`src/rtl/viterbi_frame_decoder.sv`:
```
// viterbi_frame_decoder: hard-decision Viterbi decoder for the rate-1/2 K=3 (7,5) code.
// Buffers one encoded frame, runs ACS over it, traces back and streams the decoded bytes out.
module viterbi_frame_decoder #(
  parameter int FRAME_BYTES = 4
) (
  input  logic       clk,
  input  logic       rst_n,
  input  logic       rx_valid,
  input  logic [7:0] rx_data,
  input  logic       flush,
  input  logic       tx_busy,
  output logic       tx_start,
  output logic [7:0] tx_data,
  output logic       busy,
  output logic       frame_done,
  output logic [7:0] err_count
);
  localparam int SYMS = 8 * FRAME_BYTES;
  localparam int IN_BYTES = 2 * FRAME_BYTES;
  localparam int TW = $clog2(SYMS);
  localparam int BW = $clog2(IN_BYTES);
  localparam int OW = FRAME_BYTES > 1 ? $clog2(FRAME_BYTES) : 1;
  localparam logic [8:0] INF = 9'(2 * SYMS + 1);

  typedef enum logic [2:0] {S_COLLECT, S_ACS, S_TRACE, S_SEND, S_WAIT_HI, S_WAIT_LO} state_t;

  state_t          r_st;
  logic [7:0]      r_rx [IN_BYTES];
  logic [BW-1:0]   r_cnt;
  logic [TW-1:0]   r_t;
  logic [OW-1:0]   r_ob;
  logic [8:0]      r_pm [4];
  logic [3:0]      r_surv [SYMS];
  logic [1:0]      r_state;
  logic [SYMS-1:0] r_dec;
  logic [7:0]      w_byte;
  logic [1:0]      w_sym;
  logic [8:0]      w_npm [4];
  logic [3:0]      w_dec;
  logic [1:0]      w_best;
  logic [8:0]      w_min;

  function automatic logic [1:0] f_bm(input logic [1:0] s, input logic u, input logic [1:0] rx);
    logic [1:0] x;
    x = {u ^ s[1] ^ s[0], u ^ s[0]} ^ rx;
    return 2'(x[1]) + 2'(x[0]);
  endfunction

  // Four symbols per input byte; c0 sits in the upper bit of each pair.
  assign w_byte = r_rx[r_t[TW-1:2]];
  assign w_sym  = 2'(w_byte >> {r_t[1:0], 1'b0});

  for (genvar n = 0; n < 4; n++) begin : g_acs
    localparam logic [1:0] P0 = 2'(2 * (n % 2));
    localparam logic [1:0] P1 = 2'(2 * (n % 2) + 1);
    localparam logic U = n >= 2;
    logic [8:0] w_m0, w_m1;
    assign w_m0     = r_pm[P0] + 9'(f_bm(P0, U, w_sym));
    assign w_m1     = r_pm[P1] + 9'(f_bm(P1, U, w_sym));
    assign w_dec[n] = w_m1 < w_m0;
    assign w_npm[n] = w_dec[n] ? w_m1 : w_m0;
  end

  always_comb begin
    w_best = 2'd0;
    w_min  = w_npm[0];
    for (int i = 1; i < 4; i++) begin
      w_best = w_npm[i] < w_min ? 2'(i) : w_best;
      w_min  = w_npm[i] < w_min ? w_npm[i] : w_min;
    end
  end

  always_ff @(posedge clk) begin
    if (!rst_n) begin
      r_st       <= S_COLLECT;
      r_rx       <= '{default: '0};
      r_cnt      <= '0;
      r_t        <= '0;
      r_ob       <= '0;
      r_pm       <= '{default: '0};
      r_surv     <= '{default: '0};
      r_state    <= '0;
      r_dec      <= '0;
      tx_start   <= 1'b0;
      tx_data    <= 8'h00;
      busy       <= 1'b0;
      frame_done <= 1'b0;
      err_count  <= 8'h00;
    end else if (flush) begin
      r_st       <= S_COLLECT;
      r_cnt      <= '0;
      tx_start   <= 1'b0;
      frame_done <= 1'b0;
      busy       <= 1'b0;
    end else begin
      tx_start   <= 1'b0;
      frame_done <= 1'b0;
      case (r_st)
        S_COLLECT: if (rx_valid) begin
          r_rx[r_cnt] <= rx_data;
          r_cnt       <= r_cnt + 1'b1;
          if (r_cnt == BW'(IN_BYTES - 1)) begin
            r_cnt <= '0;
            r_t   <= '0;
            r_pm  <= '{9'd0, INF, INF, INF};
            busy  <= 1'b1;
            r_st  <= S_ACS;
          end
        end
        S_ACS: begin
          r_pm        <= w_npm;
          r_surv[r_t] <= w_dec;
          r_t         <= r_t + 1'b1;
          if (r_t == TW'(SYMS - 1)) begin
            r_t       <= TW'(SYMS - 1);
            r_state   <= w_best;
            err_count <= 8'(w_min);
            r_st      <= S_TRACE;
          end
        end
        S_TRACE: begin
          r_dec[r_t] <= r_state[1];
          r_state    <= {r_state[0], r_surv[r_t][r_state]};
          r_t        <= r_t - 1'b1;
          if (r_t == '0) begin
            r_ob <= '0;
            r_st <= S_SEND;
          end
        end
        S_SEND: if (!tx_busy) begin
          tx_data  <= r_dec[8*r_ob +: 8];
          tx_start <= 1'b1;
          r_st     <= S_WAIT_HI;
        end
        S_WAIT_HI: if (tx_busy) r_st <= S_WAIT_LO;
        S_WAIT_LO: if (!tx_busy) begin
          if (r_ob == OW'(FRAME_BYTES - 1)) begin
            frame_done <= 1'b1;
            busy       <= 1'b0;
            r_st       <= S_COLLECT;
          end else begin
            r_ob <= r_ob + 1'b1;
            r_st <= S_SEND;
          end
        end
        default: r_st <= S_COLLECT;
      endcase
    end
  end
endmodule

```
`config.mk`:
```
export PLATFORM = sky130hd
export DESIGN_NAME = viterbi_frame_decoder
export DESIGN_NICKNAME = d
export VERILOG_FILES = /design/src/rtl/viterbi_frame_decoder.sv
export SDC_FILE = /design/constraint.sdc
export NUM_CORES = 1
export LEC_CHECK = 0
export CORE_ASPECT_RATIO = 0.75
export CORE_MARGIN = 5
export CORE_UTILIZATION = 30
export CTS_BUF_LIST = sky130_fd_sc_hd__clkbuf_8
export DETAILED_ROUTE_END_ITERATION = 10
export HOLD_SLACK_MARGIN = 0.02
export PLACE_DENSITY_LB_ADDON = 0.08
export SETUP_SLACK_MARGIN = 0.1
export SLEW_MARGIN = 20
export SYNTH_ARGS = -nofsm -noshare
export SYNTH_HDL_FRONTEND = slang
export SYNTH_SLANG_ARGS = --single-unit
export TNS_END_PERCENT = 20
```
`constraint.sdc`:
```
create_clock -name clk -period 12.07 [get_ports clk]
set_input_delay 2.414 -clock clk [delete_from_list [all_inputs] [get_ports clk]]
set_output_delay 2.414 -clock clk [all_outputs]
set_load 0.02 [all_outputs]
```
# Word-level counts from Yosys, hierarchy flattened

Index checks and enable logic that the tools add are counted.

Input bits: 13
Logic and storage cells: 198
Register bits after elaboration: 294
Output and inout port bits: 19

$lt $le $gt $ge: 15
Equality and inequality tests: 17
Shift operators: 2
Bitwise logic cells: 11
Add/subtract/negate cells: 16
Reductions and logical operators: 25
Mux-type cells: 57

Operators by type and width:

| kind                                                  | count |
|---|---|
| 128-bit bitwise mux                                   | 1 |
| 9-bit by 2-bit adder with 9-bit output                | 8 |
| 36-bit 2-to-1 mux                                     | 2 |
| 36-bit case mux with 2 select lines                   | 1 |
| 64-bit bitwise mux                                    | 1 |
| 9-bit less-than comparator                            | 7 |
| 9-bit 2-to-1 mux                                      | 6 |
| 32-bit bitwise mux                                    | 1 |
| 8-bit 2-to-1 mux                                      | 4 |
| 32-bit by 6-bit indexed part select with 8-bit output | 1 |
| 8-bit binary-select mux with 3-bit select             | 1 |
| 8-bit demux with 3-bit select                         | 1 |
| 3-bit 2-to-1 mux                                      | 8 |
| 4-bit binary-select mux with 5-bit select             | 1 |
| 4-bit demux with 5-bit select                         | 1 |
| 2-bit inequality test (second input constant)         | 9 |
| 3-bit case mux with 6 select lines                    | 1 |
| 5-bit 2-to-1 mux                                      | 3 |
| 5-bit case mux with 3 select lines                    | 1 |
| 2-bit 2-to-1 mux                                      | 7 |
| 4-bit 2-to-1 mux                                      | 3 |
| 3-bit AND reduction                                   | 4 |
| 5-bit AND reduction                                   | 2 |
| 3-bit equality test (second input constant)           | 3 |
| 37 further kinds                                      | 66 |

# Logic depth before layout (Yosys ltp)

Gate-level depths: netlist (run 1).

Depth in word-level cells: 18
Depth in mapped cells: 61
Depth with buffers taken out: 56

# Least setup slack after synthesis (run 1)

No wires, ideal clock.

Path type: register -> register
Start point: reg r_t[0]
End point: reg r_state[1]
Period minus slack after synthesis: 11035 ps
Cell stages (with the launch flop): 53
Setup slack: 1035 ps
Required time: 11979 ps
Arrival time: 10944 ps
Cell sequence: dfxtp_1 > buf_1 > buf_1 > clkbuf_1 > o211ai_1 > o21ai_0 > inv_1 > ha_1 > ha_1 > ha_1 > a21oi_1 > xor2_1 > ha_1 > a21o_1 > maj3_2 > a221o_2 > a31oi_2 > nor2_1 > [17 not listed] > nand3_1 > a211oi_1 > a211oi_4 > mux2i_1 > ha_1 > nor2b_1 > o21ai_0 > nand2b_1 > a21oi_1 > nor2b_1 > o21ai_0 > nand2b_1 > a21oi_1 > o21a_1 > or4_1 > buf_2 > nand3_2 > a311oi_1

Longest elaborated chain between the ends: 14

Ends and longest elaborated chain:

| element                                                           | RTL line | text |
|---|---|---|
| start: declaration                                                | 30       | `logic [TW-1:0] r_t;` |
| start signal: assignment                                          | 113      | `r_t <= r_t + 1'b1;` |
| start signal: assignment                                          | 115      | `r_t <= TW'(SYMS - 1);` |
| start signal: assignment                                          | 124      | `r_t <= r_t - 1'b1;` |
| 8-bit by 3-bit right shift with 2-bit output                      | 51       | `assign w_sym = 2'(w_byte >> {r_t[1:0], 1'b0});` |
| 1-bit inverter (no source line) or 2-bit inverter (tied branches) | --       |  |
| 1-bit by 1-bit adder with 2-bit output                            | 46       | `return 2'(x[1]) + 2'(x[0]);` |
| 9-bit by 2-bit adder with 9-bit output (on tied branches)         | 59, 58   |  |
| 9-bit less-than comparator                                        | 60       | `assign w_dec[n] = w_m1 < w_m0;` |
| 9-bit 2-to-1 mux                                                  | 61       | `assign w_npm[n] = w_dec[n] ? w_m1 : w_m0;` |
| 9-bit less-than comparator                                        | 69       | `w_min = w_npm[i] < w_min ? w_npm[i] : w_min;` |
| 9-bit 2-to-1 mux                                                  | 69       |  |
| 9-bit less-than comparator                                        | 68, 69   |  |
| 9-bit 2-to-1 mux                                                  | 69       |  |
| 9-bit less-than comparator                                        | 68       | `w_best = w_npm[i] < w_min ? 2'(i) : w_best;` |
| 2-bit 2-to-1 mux                                                  | 68       |  |
| 2-bit 2-to-1 mux                                                  | 114      | `if (r_t == TW'(SYMS - 1)) begin` |
| 2-bit case mux with 2 select lines                                | 98       | `case (r_st)` |
| end signal: assignment                                            | 116      | `r_state <= w_best;` |
| end signal: assignment                                            | 123      | `r_state <= {r_state[0], r_surv[r_t][r_state]};` |
| end: declaration                                                  | 34       | `logic [1:0] r_state;` |

Several ways; a longest one is shown, not always the timed one. The select of a mux whose other input is x is not followed.
A chain may end at the register's enable or synchronous reset.

# Worst setup path after layout (run 1)

Start point: reg r_t[2]
End point: reg r_state[1]

Longest elaborated chain between the ends: 18

Ends and longest elaborated chain:

| element                                                           | RTL line | text |
|---|---|---|
| 3-bit inverter with 4-bit output (implied by the code)            | 50       | `assign w_byte = r_rx[r_t[TW-1:2]];` |
| 8-bit binary-select mux with 3-bit select                         | 50       |  |
| 8-bit 2-to-1 mux (implied by the code) (2 in a row)               | 50       |  |
| 8-bit by 3-bit right shift with 2-bit output                      | 51       |  |
| 1-bit inverter (no source line) or 2-bit inverter (tied branches) | --       |  |
| 1-bit by 1-bit adder with 2-bit output                            | 46       |  |
| 9-bit by 2-bit adder with 9-bit output (on tied branches)         | 59, 58   |  |
| 9-bit less-than comparator                                        | 60       |  |
| 9-bit 2-to-1 mux                                                  | 61       |  |
| 9-bit less-than comparator                                        | 69       |  |
| 9-bit 2-to-1 mux                                                  | 69       |  |
| 9-bit less-than comparator                                        | 68, 69   |  |
| 9-bit 2-to-1 mux                                                  | 69       |  |
| 9-bit less-than comparator                                        | 68       |  |
| 2-bit 2-to-1 mux                                                  | 68       |  |
| 2-bit 2-to-1 mux                                                  | 114      |  |
| 2-bit case mux with 2 select lines                                | 98       |  |

Several ways; a longest one is shown, not always the timed one. The select of a mux whose other input is x is not followed.

==> metrics.md, run 1 <==
| Metric | Value |
|---|---|
| Initial antenna violation count | 1 |
| Syn_nets | 1999 |
| Final GP Congestion | 0.842 |
| Max stage delay cell, worst path | or4_1 |
| Critical path data arrival time | 11650 ps |
| Synth Instances | 1909 |
| Synth cell count leaders | dfxtp_1, nand2_1, clkbuf_1 |
| Final #Nets | 1990 |
| Initial Util | 30.5% |
| R2R setup slack | 970 ps |
| Dpl hpwl | 39300 um |
| RSZ-0062 raised after global routing | false |
| Die area | 62000 um2 |
| Startpoint Class | flip-flop |
| Later-pin clock latency in the skew report | 640 ps |
| Reg2Reg Depth | 52 |
| Count of cell types in the netlist | 88 |
| Synth area leaders | dfxtp_1, o211a_1, ha_1, mux2i_1, mux4_2 |
| WL per Instance | 21.4 um |
| Worst-path fanout max | 33 |
| Period utilization | 92.0% |
| Vias per std cell | 5.34 |
| Clock Pin Slew Worst Setup and Hold Paths | 70 ps |
| Final Setup Violations | 0 |
| Critical Path End Type | flip-flop |
| Filler cells | 5765 |
| Hold Path Class | reg2reg |
| Critical path's top delay family | compound AO/OA/AOI/OAI gates |
| Largest stage delay on the critical path | 590 ps |
| Chip width | 286 um |
| Worst-margin pin slew | 1140 ps |
| CTS tree | done |
| Area leader, netlist | dfxtp_1 |
| Top_reg_cell synth | dfxtp_1 |
| Hold_sp | tx_data[0] |
| DRC viols | 0 |
| Syn avg cell area | 8.97 um2 |
| Slew Viols, Final | 0 |
| Slew margin rel. | 23.3% |
| Setup TNS | 0 ps |
| Pwr Density | 120 nW/um2 |
| Final antenna-violating net count | 0 |
| Congestion Overflow GR | 0 |
| Drt total wl | 57000 um |
| Sequential share of the synthesized area | 34.4% |
| Post-Place Cells | 2566 |
| Status | finished clean |
| First DRT Iteration DRCs | 1163 |
| First-pass GRT wire length | 87200 um |
| CP Data Required Time | 12630 ps |
| H-tree depth | 2 |
| Largest net degree at the start of global routing | 107 |
| Kind of critical path | reg2reg |
| Clock Skew | 34.5 ps |
| Min Tclk post-route | 11100 ps |
| Mapped cell area | 17100 um2 |
| Initial DRT Pass Iterations | 6 |
| Pleak | 0.00810 uW |
| FF-to-FF Start | r_t[2] |
| R2r endpoint | r_state[1] |
| Root Buffer | clkbuf_8 |
| Via count | 14200 |
| Max-Cap Viols | 0 |
| Layout cell share with drive strength beyond 1 | 13.0% |
| Hold Path Sink | tx_data[0] |
| Crit-path most repeated cell | ha_1 |
| EDFF count, synth | 0 |
| Ys async rst share | 0% |
| Global-route usage over all layers | 17.9% |
| Crit path buf inv count | 8 |
| Share of the synthesized area in the top cell type | 34.4% |
| Hold Path Depth | 2 |
| Vias in the first global route | 13700 |
| Area Overhead vs Synth | 13.4% |
| Peak VDD IR | 0.0704 mV |
| Max Buffers Root-to-Sink | 3 |
| Post-route insts no fill | 2666 |
| Num ports | 32 |
| Die Ht | 217 um |
| Count of buffers inserted at the top-level ports | 31 |
| Max Fclk | 0.0901 GHz |
| Ys Warns | 0 |
| Clk sinks | 294 |
| Row count | 75 |
| Yosys reg bits | 294 |
| Total clock buffers created by CTS | 53 |
| Core Area | 56200 um2 |
| Most numerous cell in the Yosys netlist | dfxtp_1 |
| Post-cts hold buffer count | 0 |
| Fin. Hold Viols | 0 |
metrics by stage:
stage	area, um2	setup slack (ps)	utilization [%]	power [uW]	hold slack (ps)
CTS	19200	260	34.2	2310	471
global placement	18200	515	32.3	1340	457
global route	19400	43.8	34.5	2440	499
finish	19400	971	34.5	2330	466
floorplan	17100	1040	-	1240	440
detailed placement	18200	286	32.3	1340	463
final cells by class:
| type | count | area [um2] | share of cell area (%) |
|---|---|---|---|
| Timing Repair Buffer | 83 | 728 | 3.75 |
| Sequential cell | 294 | 5890 | 30.3 |
| Multi-Input combinational cell | 1429 | 10700 | 55.1 |
| Clock buffer | 62 | 853 | 4.40 |
| Tap cell | 731 | 915 | 4.71 |
| Clock inverter | 27 | 178 | 0.915 |
| Inverter | 39 | 146 | 0.754 |
| Antenna cell | 1 | 2.50 | 0.0129 |
layout by cell type (no fill, tap or decap), drive strengths merged, types with 4 or more instances in the layout:
| cell | netlist | routed |
|---|---|---|
| dfxtp | 294 | 294 |
| nand2 | 216 | 216 |
| nor2b | 115 | 115 |
| o21ai | 109 | 109 |
| nor2 | 107 | 107 |
| o211a | 99 | 99 |
| mux2i | 96 | 96 |
| ha | 77 | 77 |
| a21boi | 76 | 76 |
| clkbuf | 118 | 63 |
| a21oi | 62 | 62 |
| a22oi | 59 | 59 |
| nand3 | 59 | 59 |
| inv | 39 | 57 |
| buf | 29 | 52 |
| mux4 | 42 | 42 |
| xor2 | 35 | 35 |
| xnor2 | 33 | 33 |
| clkdlybuf4s50 | 0 | 30 |
| nor3 | 24 | 24 |
| nand2b | 21 | 21 |
| nand4 | 20 | 20 |
| and2 | 19 | 19 |
| a21o | 15 | 15 |
| and3 | 15 | 15 |
| o211ai | 14 | 14 |
| nand3b | 9 | 9 |
| mux2 | 9 | 9 |
| a211oi | 8 | 8 |
| a31oi | 8 | 8 |
| or3 | 6 | 6 |
| clkinv | 0 | 6 |
| or2 | 5 | 5 |
| o21a | 5 | 5 |
| o311ai | 5 | 5 |
| nor3b | 5 | 5 |
| a221oi | 4 | 4 |
power by group:
group	leakage [uW]	switching [uW]	internal, uW
sequential	0.00237	1.41	973
combinational	0.00514	242	161
clock	0.000593	446	507
total	0.00810	689	1640
registers in the layout, indices dropped and copies added, names as in the netlist:
register and count:
r_surv 128, r_rx 64, r_pm 36, r_dec 32
err_count 8, tx_data 8, r_t 5, r_cnt 3
r_st 3, r_ob 2, r_state 2, busy 1
frame_done 1, tx_start 1
worst register-to-register path, delay by kind of cell, from the launching register on:
family / cells / cell delay, ps
adder cells (fa/ha/maj): 6 / 1620
multiplexers: 2 / 810
XOR/XNOR: 1 / 170
buffers and inverters: 8 / 1330
AO/OA/AOI/OAI: 19 / 3770
flip-flops: 1 / 330
AND/OR/NAND/NOR: 16 / 3020
kinds of logic after synthesis:
kind of cell	count (synthesis)	synth area share, %
simple gates	634	18.1
xor+xnor	68	3.65
fa+ha+maj	78	5.69
buf+inv	186	4.15
mux	147	11.8
compound gates	502	22.2
flops	294	34.4
timing repair:
item	CTS	global route
endpoints found under the setup margin	0	10
gates resized for setup	0	27
endpoints found under the hold margin	0	0
setup buffers	0	10
routing by layer:
metal | up-vias | GRT usage [%] | share of wire [%]
li1 | 6871 | - | -
met1 | 6979 | 28.2 | 53
met2 | 312 | 25.4 | 41
met3 | 65 | 2.99 | 4.9
met4 | 0 | 3.57 | 1.5
met5 | - | 0 | 0
how the worst max path moves through the flow:
stage	startpoint	to	slack, ps	cells after the start
2_1_floorplan	r_t[0]	r_state[1]	1040	52
6_report	r_t[2]	r_state[1]	970	52
4_1_cts	r_t[4]	r_state[1]	260	53
3_3_place_gp	r_t[3]	r_state[1]	520	51
5_1_grt	r_t[2]	r_state[1]	40	59
3_5_place_dp	r_t[3]	r_state[1]	290	51
Note: power is estimated with default switching activity, not from simulation.
==> run 2: changes to the inputs <==
--- a/config.mk
+++ b/config.mk
@@ -7,7 +7,7 @@
 export LEC_CHECK = 0
 export CORE_ASPECT_RATIO = 0.75
 export CORE_MARGIN = 5
-export CORE_UTILIZATION = 30
+export CORE_UTILIZATION = 65
 export CTS_BUF_LIST = sky130_fd_sc_hd__clkbuf_8
 export DETAILED_ROUTE_END_ITERATION = 10
 export HOLD_SLACK_MARGIN = 0.02
==> metrics.md, run 2 (synthesis gave the netlist of run 1 again) <==
| Metric | Value |
|---|---|
| Critical path data arrival time | 11820 ps (+170 ps) |
| Initial antenna violation count | 0 (-1) |
| Layout cell share with drive strength beyond 1 | 12.3% (-0.64 points) |
| Global-route usage over all layers | 31.9% (+14 points) |
| Area Overhead vs Synth | 9.29% |
| Die area | 29700 um2 (-52%) |
| Kind of critical path | reg2reg |
| CP Data Required Time | 12570 ps (-60 ps) |
| Final Setup Violations | 0 (unchanged) |
| Initial Util | 65.9% (+35 points) |
| Worst-margin pin slew | 1150 ps (+3.08 ps) |
| Later-pin clock latency in the skew report | 590 ps (-50 ps) |
| Count of buffers inserted at the top-level ports | 31 (unchanged) |
| Final antenna-violating net count | 0 (unchanged) |
| Pre-CTS setup slack | -34.0 ps (-320 ps) |
| Fin. Hold Viols | 0 (unchanged) |
| First-pass GRT wire length | 76400 um (-12%) |
| Slew margin rel. | 23.2% (-0.072 points) |
| Most common cell after layout, fill and taps aside | dfxtp_1 |
| Peak VDD IR | 0.125 mV (+77%) |
| R2R setup slack | 750 ps (-220 ps) |
| Max Buffers Root-to-Sink | 3 (unchanged) |
| Period utilization | 93.8% (+1.8 points) |
| Max FFs per register | 128 (unchanged) |
| CTS tree | done |
| Max-Cap Viols | 0 (unchanged) |
| Min Tclk post-route | 11320 ps (+221 ps) |
| RSZ-0062 raised after global routing | false |
| Filler cells | 2042 (-65%) |
| First DRT Iteration DRCs | 1746 (+50%) |
| Crit-path most repeated cell | ha_1 |
| WL per Instance | 21.4 um (-0.11%) |
| Chip width | 197 um (-31%) |
| Dpl hpwl | 33600 um (-14%) |
| Final GP Congestion | 0.973 (+15%) |
| Top flop regs | r_surv: 128 flops, r_rx: 64 flops, r_pm: 36 flops |
| Final worst setup slack | 750 ps (-221 ps) |
| Initial DRT Pass Iterations | 6 (unchanged) |
| Clk sinks | 294 (unchanged) |
| Clock Pin Slew Worst Setup and Hold Paths | 60 ps (about the same) |
| Num ports | 32 (unchanged) |
| Startpoint Class | flip-flop |
| Pwr Density | 115 nW/um2 (-4.2%) |
| Status | finished clean |
| Clock Skew | 19.3 ps (-15.2 ps) |
| Root Buffer | clkbuf_8 |
| Pleak | 0.00800 uW (-1.2%) |
| Largest stage delay on the critical path | 500 ps (-90 ps) |
| Area of the multi-input gates | 10700 um2 (-0.11%) |
| H-tree depth | 2 (unchanged) |
| Die Ht | 151 um (-31%) |
| Vias per std cell | 6.50 (+22%) |
| Total clock buffers created by CTS | 47 (-11%) |
| Slew Viols, Final | 0 (unchanged) |
| Hold Path Class | reg2reg |
| Largest net degree at the start of global routing | 121 (+13%) |
| Core Area | 26000 um2 (-54%) |
| Congestion Overflow GR | 0 (unchanged) |
| Max stage delay cell, worst path | a2111oi_4 |
| Final #Nets | 1983 (-0.35%) |
| Vias in the first global route | 13700 (-0.47%) |
| Max Fclk | 0.0883 GHz (-2.0%) |
| Top reg by flops | r_surv |
| Worst-path fanout max | 13 (-61%) |
| Via count | 14700 (+3.5%) |
| Register area | 5890 um2 (about the same) |
| Hold Slack | 463 ps (-2.73 ps) |
| Critical Path End Type | flip-flop |
| Row count | 51 (-32%) |
| Diodes inserted | 0 (-1) |
| DRC viols | 0 (unchanged) |
| Commonest cells after routing, fill and taps aside | dfxtp_1, nand2_1, nor2b_1 |
| Drt total wl | 48400 um (-15%) |
-- run 2: metrics by stage --
stage | utilization [%] | cells | setup TNS, ps | instance area, um2 | total power [uW]
global placement | 68.1 | 2182 | 0 | 17700 | 1320
global route | 72.1 | 2265 | 0 | 18700 | 2240
floorplan | - | 1909 | 0 | 17100 | 1240
finish | 72.1 | 2265 | 0 | 18700 | 2150
CTS | 71.5 | 2259 | 0 | 18600 | 2130
detailed placement | 68.1 | 2182 | -34.0 | 17700 | 1330
-- run 2: layout make-up --
class / instances / area share, %
timing repair buffer: 82 / 3.71
clock buffer: 56 / 4.12
inverter: 39 / 0.782
clock inverter: 21 / 0.495
tap: 344 / 2.30
sequential: 294 / 31.5
multi-input combinational: 1429 / 57.1
-- run 2: routing by layer --
layer	wire [um]	track usage, %	vias up
li1	-	-	6848
met1	22300	48.7	7050
met2	20100	45.8	736
met3	5120	6.87	89
met4	904	8.14	0
met5	0	0	-
-- run 2: repair_timing --
item	in CTS	in global routing
hold endpoints to repair	0	0
buffers inserted	0	6
hold buffers	0	0
resized for setup	3	26
setup endpoints to repair	9	10
pin swaps	0	3
-- run 2: path summary, 6_finish.rpt --
path,start,to,depth (start not counted)
worst max-delay path,r_t[2],r_state[1],53
worst min-delay path,tx_data[7],tx_data[7],2
worst max register to register,r_t[2],r_state[1],53
worst min register to register,tx_data[7],tx_data[7],2
-- run 2: report_power, final --
group | switching [uW] | internal [uW] | leakage, uW
combinational | 228 | 143 | 0.00512
sequential | 1.56 | 972 | 0.00237
clock | 391 | 417 | 0.000507
total | 621 | 1530 | 0.00800
-- run 2: worst max-delay path, delay by kind of cell (launching register included) --
kind	cells	cell delay [ps]
AO/OA/AOI/OAI	22	5000
XOR/XNOR	1	260
adder cells (fa/ha/maj)	8	2310
buffers and inverters	7	890
flip-flops	1	400
multiplexers	2	790
AND/OR/NAND/NOR	13	1550
